==> src/rtl/cpu_pkg.sv <==
// Shared definitions for the instruction sequencer: opcode, ALU function and
// step encodings plus instruction-register field positions.
package cpu_pkg;

  localparam int unsigned IrWidth = 10;
  localparam int unsigned OpMsb   = 9;
  localparam int unsigned OpLsb   = 6;
  localparam int unsigned RxMsb   = 5;
  localparam int unsigned RxLsb   = 4;
  localparam int unsigned RyMsb   = 3;
  localparam int unsigned RyLsb   = 2;

  // Opcodes 8..15 are not enumerated and decode as NOP.
  typedef enum logic [3:0] {
    OpLoad = 4'd0,
    OpMov  = 4'd1,
    OpAdd  = 4'd2,
    OpSub  = 4'd3,
    OpInv  = 4'd4,
    OpFlip = 4'd5,
    OpAddi = 4'd6,
    OpSubi = 4'd7
  } op_e;

  typedef enum logic [2:0] {
    AluPass = 3'd0,
    AluAdd  = 3'd1,
    AluSub  = 3'd2,
    AluInv  = 3'd3,
    AluFlip = 3'd4
  } alu_op_e;

  typedef enum logic [1:0] {
    T0 = 2'd0,
    T1 = 2'd1,
    T2 = 2'd2,
    T3 = 2'd3
  } step_e;

  function automatic logic [3:0] reg_sel(input logic [1:0] idx);
    reg_sel = 4'b0001 << idx;
  endfunction

endpackage

==> src/rtl/instr_sequencer.sv <==
// Multi-step control sequencer for a four-register bus CPU: latches an
// instruction in T0 and emits Moore control signals for steps T1..T3.
module instr_sequencer
  import cpu_pkg::*;
(
  input  logic                clk,
  input  logic                rst,
  input  logic                exec,
  input  logic [IrWidth-1:0]  din,
  output logic                ext_en,
  output logic [3:0]          r_out,
  output logic [3:0]          r_in,
  output logic                a_in,
  output logic                g_in,
  output logic                g_out,
  output logic [2:0]          alu_op,
  output logic [1:0]          time_step,
  output logic                done
);

  step_e              step_q, step_d;
  logic [IrWidth-1:0] ir_q;
  logic               ir_load;
  logic [2:0]         step_inc;
  op_e                op;
  logic [1:0]         rx, ry;
  logic               unused_bits;

  assign op          = op_e'(ir_q[OpMsb:OpLsb]);
  assign rx          = ir_q[RxMsb:RxLsb];
  assign ry          = ir_q[RyMsb:RyLsb];
  assign step_inc    = {1'b0, step_q} + 3'd1;
  assign time_step   = step_q;
  assign unused_bits = ^{ir_q[1:0], step_inc[2]};

  always_ff @(posedge clk or posedge rst) begin
    if (rst) begin
      step_q <= T0;
      ir_q   <= '0;
    end else begin
      step_q <= step_d;
      if (ir_load) ir_q <= din;
    end
  end

  always_comb begin
    ext_en  = 1'b0;
    r_out   = 4'b0000;
    r_in    = 4'b0000;
    a_in    = 1'b0;
    g_in    = 1'b0;
    g_out   = 1'b0;
    alu_op  = AluPass;
    done    = 1'b0;
    ir_load = 1'b0;
    step_d  = step_q;

    unique case (step_q)
      T0: begin
        if (exec) begin
          ir_load = 1'b1;
          step_d  = T1;
        end
      end
      T1: begin
        case (op)
          OpLoad: begin
            ext_en = 1'b1;
            r_in   = reg_sel(rx);
            done   = 1'b1;
          end
          OpMov: begin
            r_out = reg_sel(ry);
            r_in  = reg_sel(rx);
            done  = 1'b1;
          end
          OpAdd, OpSub, OpAddi, OpSubi, OpInv, OpFlip: begin
            r_out = reg_sel(rx);
            a_in  = 1'b1;
          end
          default: done = 1'b1;
        endcase
      end
      T2: begin
        g_in = 1'b1;
        case (op)
          OpAdd: begin
            r_out  = reg_sel(ry);
            alu_op = AluAdd;
          end
          OpSub: begin
            r_out  = reg_sel(ry);
            alu_op = AluSub;
          end
          OpAddi: begin
            ext_en = 1'b1;
            alu_op = AluAdd;
          end
          OpSubi: begin
            ext_en = 1'b1;
            alu_op = AluSub;
          end
          OpInv:  alu_op = AluInv;
          OpFlip: alu_op = AluFlip;
          // Single-step ops never reach T2; terminate cleanly if they do.
          default: begin
            g_in = 1'b0;
            done = 1'b1;
          end
        endcase
      end
      T3: begin
        case (op)
          OpAdd, OpSub, OpAddi, OpSubi, OpInv, OpFlip: begin
            g_out = 1'b1;
            r_in  = reg_sel(rx);
          end
          default: ;
        endcase
        done = 1'b1;
      end
      default: ;
    endcase

    if (done) begin
      step_d = T0;
    end else if (step_q != T0) begin
      step_d = step_e'(step_inc[1:0]);
    end
  end

endmodule

==> config.mk <==
export PLATFORM = sky130hd
export DESIGN_NAME = instr_sequencer
export DESIGN_NICKNAME = d
export VERILOG_FILES = /design/src/rtl/cpu_pkg.sv /design/src/rtl/instr_sequencer.sv
export SDC_FILE = /design/constraint.sdc
export NUM_CORES = 1
export LEC_CHECK = 0
export CORE_UTILIZATION = 44
export DETAILED_ROUTE_END_ITERATION = 8
export PLACE_DENSITY = 0.87
export SKIP_CTS_REPAIR_TIMING = 1
export SYNTH_ARGS = -nofsm -noshare
export SYNTH_HDL_FRONTEND = slang
export SYNTH_SLANG_ARGS = --single-unit
==> constraint.sdc <==
create_clock -name clk -period 2.6 [get_ports clk]
set_input_delay 0.39 -clock clk [delete_from_list [all_inputs] [get_ports clk]]
set_output_delay 0.39 -clock clk [all_outputs]
set_load 0.02 [all_outputs]
==> results of run 1 <==
==> area by class of cell <==
class	instances	area, µm²
inverters	5	18.8
multi-input cells	58	448
well taps	16	20.0
flip-flops and latches	10	250
clock buffers	3	22.5
repair buffers	32	330
fillers	118	452
==> power breakdown <==
part / internal (mW) / switching, mW / total, mW
sequential: 0.236 / 0.112 / 0.348
clock: 0.0533 / 0.0491 / 0.102
combinational: 0.405 / 0.380 / 0.785
==> flip-flops by register name (all words and copies together) (netlist names) <==
name / flops
ir_q: 8
time_step: 2
==> metal layers <==
layer / share of wire, % / GRT usage (%)
met1: 43 / 26.1
met2: 53 / 36.7
met3: 2.8 / 1.70
met4: 0.92 / 11.3
met5: 0 / 0
==> cells by family after synthesis <==
kind of cell             after synthesis  synth area share [%]
AO/OA/AOI/OAI                         15                  15.0
flip-flops                            10                  34.0
AND/OR/NAND/NOR                       29                  24.0
buffers and inverters                  7                  5.10
multiplexers                           8                  12.2
XOR/XNOR                               1                  1.19
adder cells (fa/ha/maj)                5                  8.50
==> through the flow <==
stage	cell area (µm²)	setup WS [ns]	power (mW)	utilization (%)
final	1090	0.137	1.24	70.7
after global routing	1090	0.00678	1.34	70.7
after CTS	1070	-0.293	1.23	69.4
after detailed placement	1050	0.0185	1.13	67.9
after global placement	1050	0.120	1.10	67.9
after floorplan	736	0.182	0.850	-
==> cells in the final DEF (no fill, tap or decap), drive strengths merged, types with 2 or more instances in the layout <==
cell type,n
nand2b,2
nor2,8
buf,4
dlymetal6s2s,8
clkbuf,3
ha,5
nor3,2
inv,5
dfrtp,10
and2,2
or3b,2
o32ai,2
o22ai,2
clkdlybuf4s50,20
a21oi,2
a21o,2
nand2,5
mux2,8
==> how the worst max path moves through the flow <==
stage | endpoint | slack, ns
after detailed placement | r_out[0] | 0.02
after global placement | r_out[2] | 0.12
after global routing | r_out[0] | 0.007
final | r_out[0] | 0.14
after floorplan | r_out[0] | 0.18
after CTS | r_out[0] | -0.29
==> flow_summary.toml, run 1 <==
[floorplan]
dieArea_um2 = 1840
die_w_um = 42.9
coreArea_um2 = 1540
io_pins = 31
rows = 14
die_h_um = 42.9
initial_core_util_pct = 47.7

[status]
status = "finished, final reports clean"

[clocking]
cts_max_level = 1
clock_path_buffers = 2
cts_tree = "yes"
cts.sinks = 10
clkTransAtPathRegs_ns = 0.06
clk_latency_ns = 0.26
cts_made_buffers = 3
root_buffer = "clkbuf_4"

[timing]
min_period_over_period_pct = 94.7
skew_ns = 0.00399
tightest_slew_ns = 0.370
maxSlewViolCount = 0
hold_violations = 0
setup-tns-final_ns = 0
rsz0062_at_grt = "false"
max_clock_freq_mhz = 406
setup_viol = 0
relSlewSlack_pct = 74.7
period_needed_ns = 2.46
worst_hold_slack_ns = 0.425

[setup_path]
ff2ff_path_depth = 5
crit_arrival_ns = 2.07
crit_family = "simple AND/OR/NAND/NOR gates"
cp-start-kind = "flip-flop"
criticalPathCategory = "flip-flop to output port"
critPathMaxStageDelay_ns = 0.41
crit_buf_inv = 2
r2r_start = "time_step[0]"
cp.required_ns = 2.21
crit_path_max_fanout = 4
crit_slowest_cell = "or3b_4"
cp-end-kind = "output port"
r2r-end = "time_step[0]"
startpoint = "time_step[0]"
crit_path_cell_trace = "inv_1 > ha_1 > nand2b_1 > or3b_4 > o32ai_1 > dlymetal6s2s_1"
rrSetupSlack_ns = 1.00
crit_cells = 6

[final_layout]
drive_gt1_share_pct = 19.4
diodes = 0
stdcell_count = 124
fin_nets = 128
area_growth_pct = 48.1

[placed_design]
dp_hpwl_um = 1350
numPortBuffers = 28
dp_cells = 121
gp_congestion = 0.773

[synth]
synth_area_leader_cell = "dfrtp_1"
synthTopCellsByCount = "dfrtp_1 (10), mux2_2 (8), nor2_1 (7)"
syn_avg_cell_area_um2 = 9.81
synth_most_common_cell = "dfrtp_1"
synth.area.top_cells = "dfrtp_1 (34%), mux2_2 (12%), ha_1 (8.5%)"
synth_nets = 93
synth-seq-cells = 10
ys.warnings.count = 0
synthArstFlopShare_pct = 100
synthCells = 75
syn-cell-area_um2 = 736
yosys_most_used_dff = "dfrtp_1"
yosysTopAreaCellShare_pct = 34.0
synth-edff-count = 0
yosysUniqueCellTypes = 34
yosysSeqAreaShare_pct = 34.0

[grt]
gr-usage-all-layers_pct = 21.3
antenna_found_initial = 0
first_global_vias = 680
grt_pass1_wl_um = 2930
grt_max_degree = 13
grt_overflow_total = 0

[hold_path]
hold_path_class = "input port to asynchronous set/reset pin"

[power]
power-per-cell-area_nw_per_um2 = 1130
peakVddDrop_mv = 0.723
p_leak_nw = 0.595

[drt]
vias = 705
detail_route.vias_per_cell = 5.69
routed_wl_um = 1730
drt_iter0_drc = 16
drc = 0
wl_per_cell_um = 14.0
firstDrtPassIters = 4
antenna_left = 0

[job]
max_cap_violations = 0
No activity file was read; power rests on OpenSTA's default activity.
==> run 2, diff against run 1 <==
ABC_AREA = 1   (was not set)
SKIP_LAST_GASP = 1   (was not set)
==> flow_summary.toml, run 2 <==
[final_layout]
largest_register_ffs = 8
largest_register = "ir_q"
diodes = 0
layout_commonest_cell = "nand2_1"
num-fill-cells = 133
fin_nets = 160
multiInputGateArea_um2 = 400
layout_common_cells = "nand2_1 (25), inv_1 (23), clkdlybuf4s50_1 (19)"
drive_gt1_share_pct = 5.67
area_growth_pct = 47.7
register_area_um2 = 250

[setup_path]
crit_slowest_cell = "clkdlybuf4s50_1"
criticalPathCategory = "flip-flop to output port"
crit_arrival_ns = 2.06
crit_family = "buffers and inverters"
crit_buf_inv = 3
cp-end-kind = "output port"
crit_path_cell_trace = "inv_1 > ha_1 > inv_1 > nor2_1 > and3_1 > clkdlybuf4s50_1"
cpMostUsedCell = "inv_1"
crit_path_max_fanout = 5
cp.required_ns = 2.21
cp-start-kind = "flip-flop"
critPathMaxStageDelay_ns = 0.60

[clocking]
root_buffer = "clkbuf_4"
cts_tree = "yes"
cts.sinks = 10
clkTransAtPathRegs_ns = 0.07
cts_max_level = 1
cts_made_buffers = 3
clk_latency_ns = 0.27
clock_path_buffers = 2

[drt]
vias = 813
drc = 0
drt_iter0_drc = 25
wl_per_cell_um = 12.0
detail_route.vias_per_cell = 5.18
antenna_left = 0
firstDrtPassIters = 4
routed_wl_um = 1890

[synth]
synth-edff-count = 0
synthTopCellsByCount = "nand2_1 (25), inv_1 (23), nand3_1 (11)"
yosysSeqAreaShare_pct = 33.7
synthCells = 110
synth-seq-cells = 10
yosysUniqueCellTypes = 16
syn-cell-area_um2 = 742
synthArstFlopShare_pct = 100
ys.warnings.count = 0
synth_area_leader_cell = "dfrtp_1"
synth_nets = 128
synth_most_common_cell = "nand2_1"
synth.area.top_cells = "dfrtp_1 (34%), nand2_1 (13%), inv_1 (12%)"
syn_avg_cell_area_um2 = 6.75
yosys_most_used_dff = "dfrtp_1"
yosysTopAreaCellShare_pct = 33.7

[grt]
first_global_vias = 740
grt_max_degree = 17
gr-usage-all-layers_pct = 22.7
grt_pass1_wl_um = 3130
grt_overflow_total = 0
antenna_found_initial = 0

[floorplan]
die_w_um = 43.1
dieArea_um2 = 1850
coreArea_um2 = 1540
die_h_um = 43.1
io_pins = 31
initial_core_util_pct = 48.1
rows = 14

[placed_design]
dp_hpwl_um = 1450
numPortBuffers = 28
gp_congestion = 0.823

[timing]
relSlewSlack_pct = 71.8
skew_ns = 0.00326
rsz0062_at_grt = "false"
maxSlewViolCount = 0
hold_violations = 0
period_needed_ns = 2.45
tightest_slew_ns = 0.422
setup-tns-final_ns = 0
min_period_over_period_pct = 94.3
max_clock_freq_mhz = 408
setup_viol = 0

[status]
status = "finished, final reports clean"

[hold_path]
hold_path_class = "input port to asynchronous set/reset pin"

[job]
max_cap_violations = 0

[power]
peakVddDrop_mv = 0.662
p_leak_nw = 0.683
power.total_mw = 1.22
power-per-cell-area_nw_per_um2 = 1120
-- run 2: cell count changes after synthesis, moves of 2 or more --
cell / before / now
inv_1: 5 / 23
a21oi_1: 2 / 4
nor3_1: 2 / 6
mux2_2: 8 / 0
a21o_1: 2 / 0
nand2_1: 5 / 25
nand2b_1: 2 / 0
o32ai_1: 2 / 0
and2_1: 2 / 0
o21ai_0: 1 / 10
o22ai_1: 2 / 0
nand3_1: 0 / 11
-- run 2: logic make-up after synthesis --
kind of cell	synth area share, %
simple gates	33.9
buf+inv	12.3
compound gates	11.6
flops	33.7
fa+ha+maj	8.43
-- run 2: worst reg2reg max path, cell delays in order (launching register included) --
cell	delay (ns)
dfrtp_1	0.43
inv_1	0.11
ha_1	0.23
o21ai_0	0.29
inv_1	0.11
a21oi_1	0.13
nand2_1	0.07
o21ai_0	0.09
-- run 2: layout make-up --
cell class	instances	area share, %
Multi-Input combinational cell	76	36.5
Timing Repair Buffer	28	27.6
Sequential cell	10	22.8
Inverter	23	7.88
Clock buffer	4	3.31
Tap cell	16	1.83
-- run 2: routing by layer --
layer / global-route usage [%] / vias to the layer above / routed length (µm)
li1: - / 407 / -
met1: 29.8 / 372 / 849
met2: 36.4 / 29 / 888
met3: 2.55 / 5 / 102
met4: 12.1 / 0 / 46
met5: 0 / - / 0
-- run 2: path summary, 6_finish.rpt --
check	startpoint	endpoint	slack [ns]	cells after the start
worst min register to register	time_step[1]	time_step[1]	0.61	2
max in group asynchronous	rst	ir_q[8]	1.91	2
worst max-delay path	time_step[0]	alu_op[1]	0.15	6
min in group clk	time_step[1]	time_step[1]	0.61	2
worst min-delay path	rst	ir_q[4]	0.40	2
worst max register to register	time_step[0]	time_step[0]	1.05	7
-- run 2: where the power goes --
part,leakage (nW),switching (mW),internal (mW)
logic,0.539,0.465,0.281
registers,0.123,0.101,0.233
clock network,0.0210,0.0608,0.0852
total,0.683,0.626,0.599
-- run 2: per-stage QoR --
step / instance area, µm² / cells / setup slack (ns) / hold WS [ns] / utilization, %
after floorplan: 742 / 110 / 0.569 / 0.230 / -
after global placement: 1040 / 153 / 0.276 / 0.563 / 67.3
after CTS: 1070 / 157 / -0.139 / 0.404 / 69.6
final: 1100 / 157 / 0.147 / 0.401 / 71.1
after global routing: 1100 / 157 / 0.0474 / 0.427 / 71.1
after detailed placement: 1040 / 153 / 0.170 / 0.574 / 67.3
==> run 3, diff against run 2 <==
CAP_MARGIN = 30   (was not set)
==> results of run 3 <==
Final layout, timing and power as in run 2 (identical DEF).
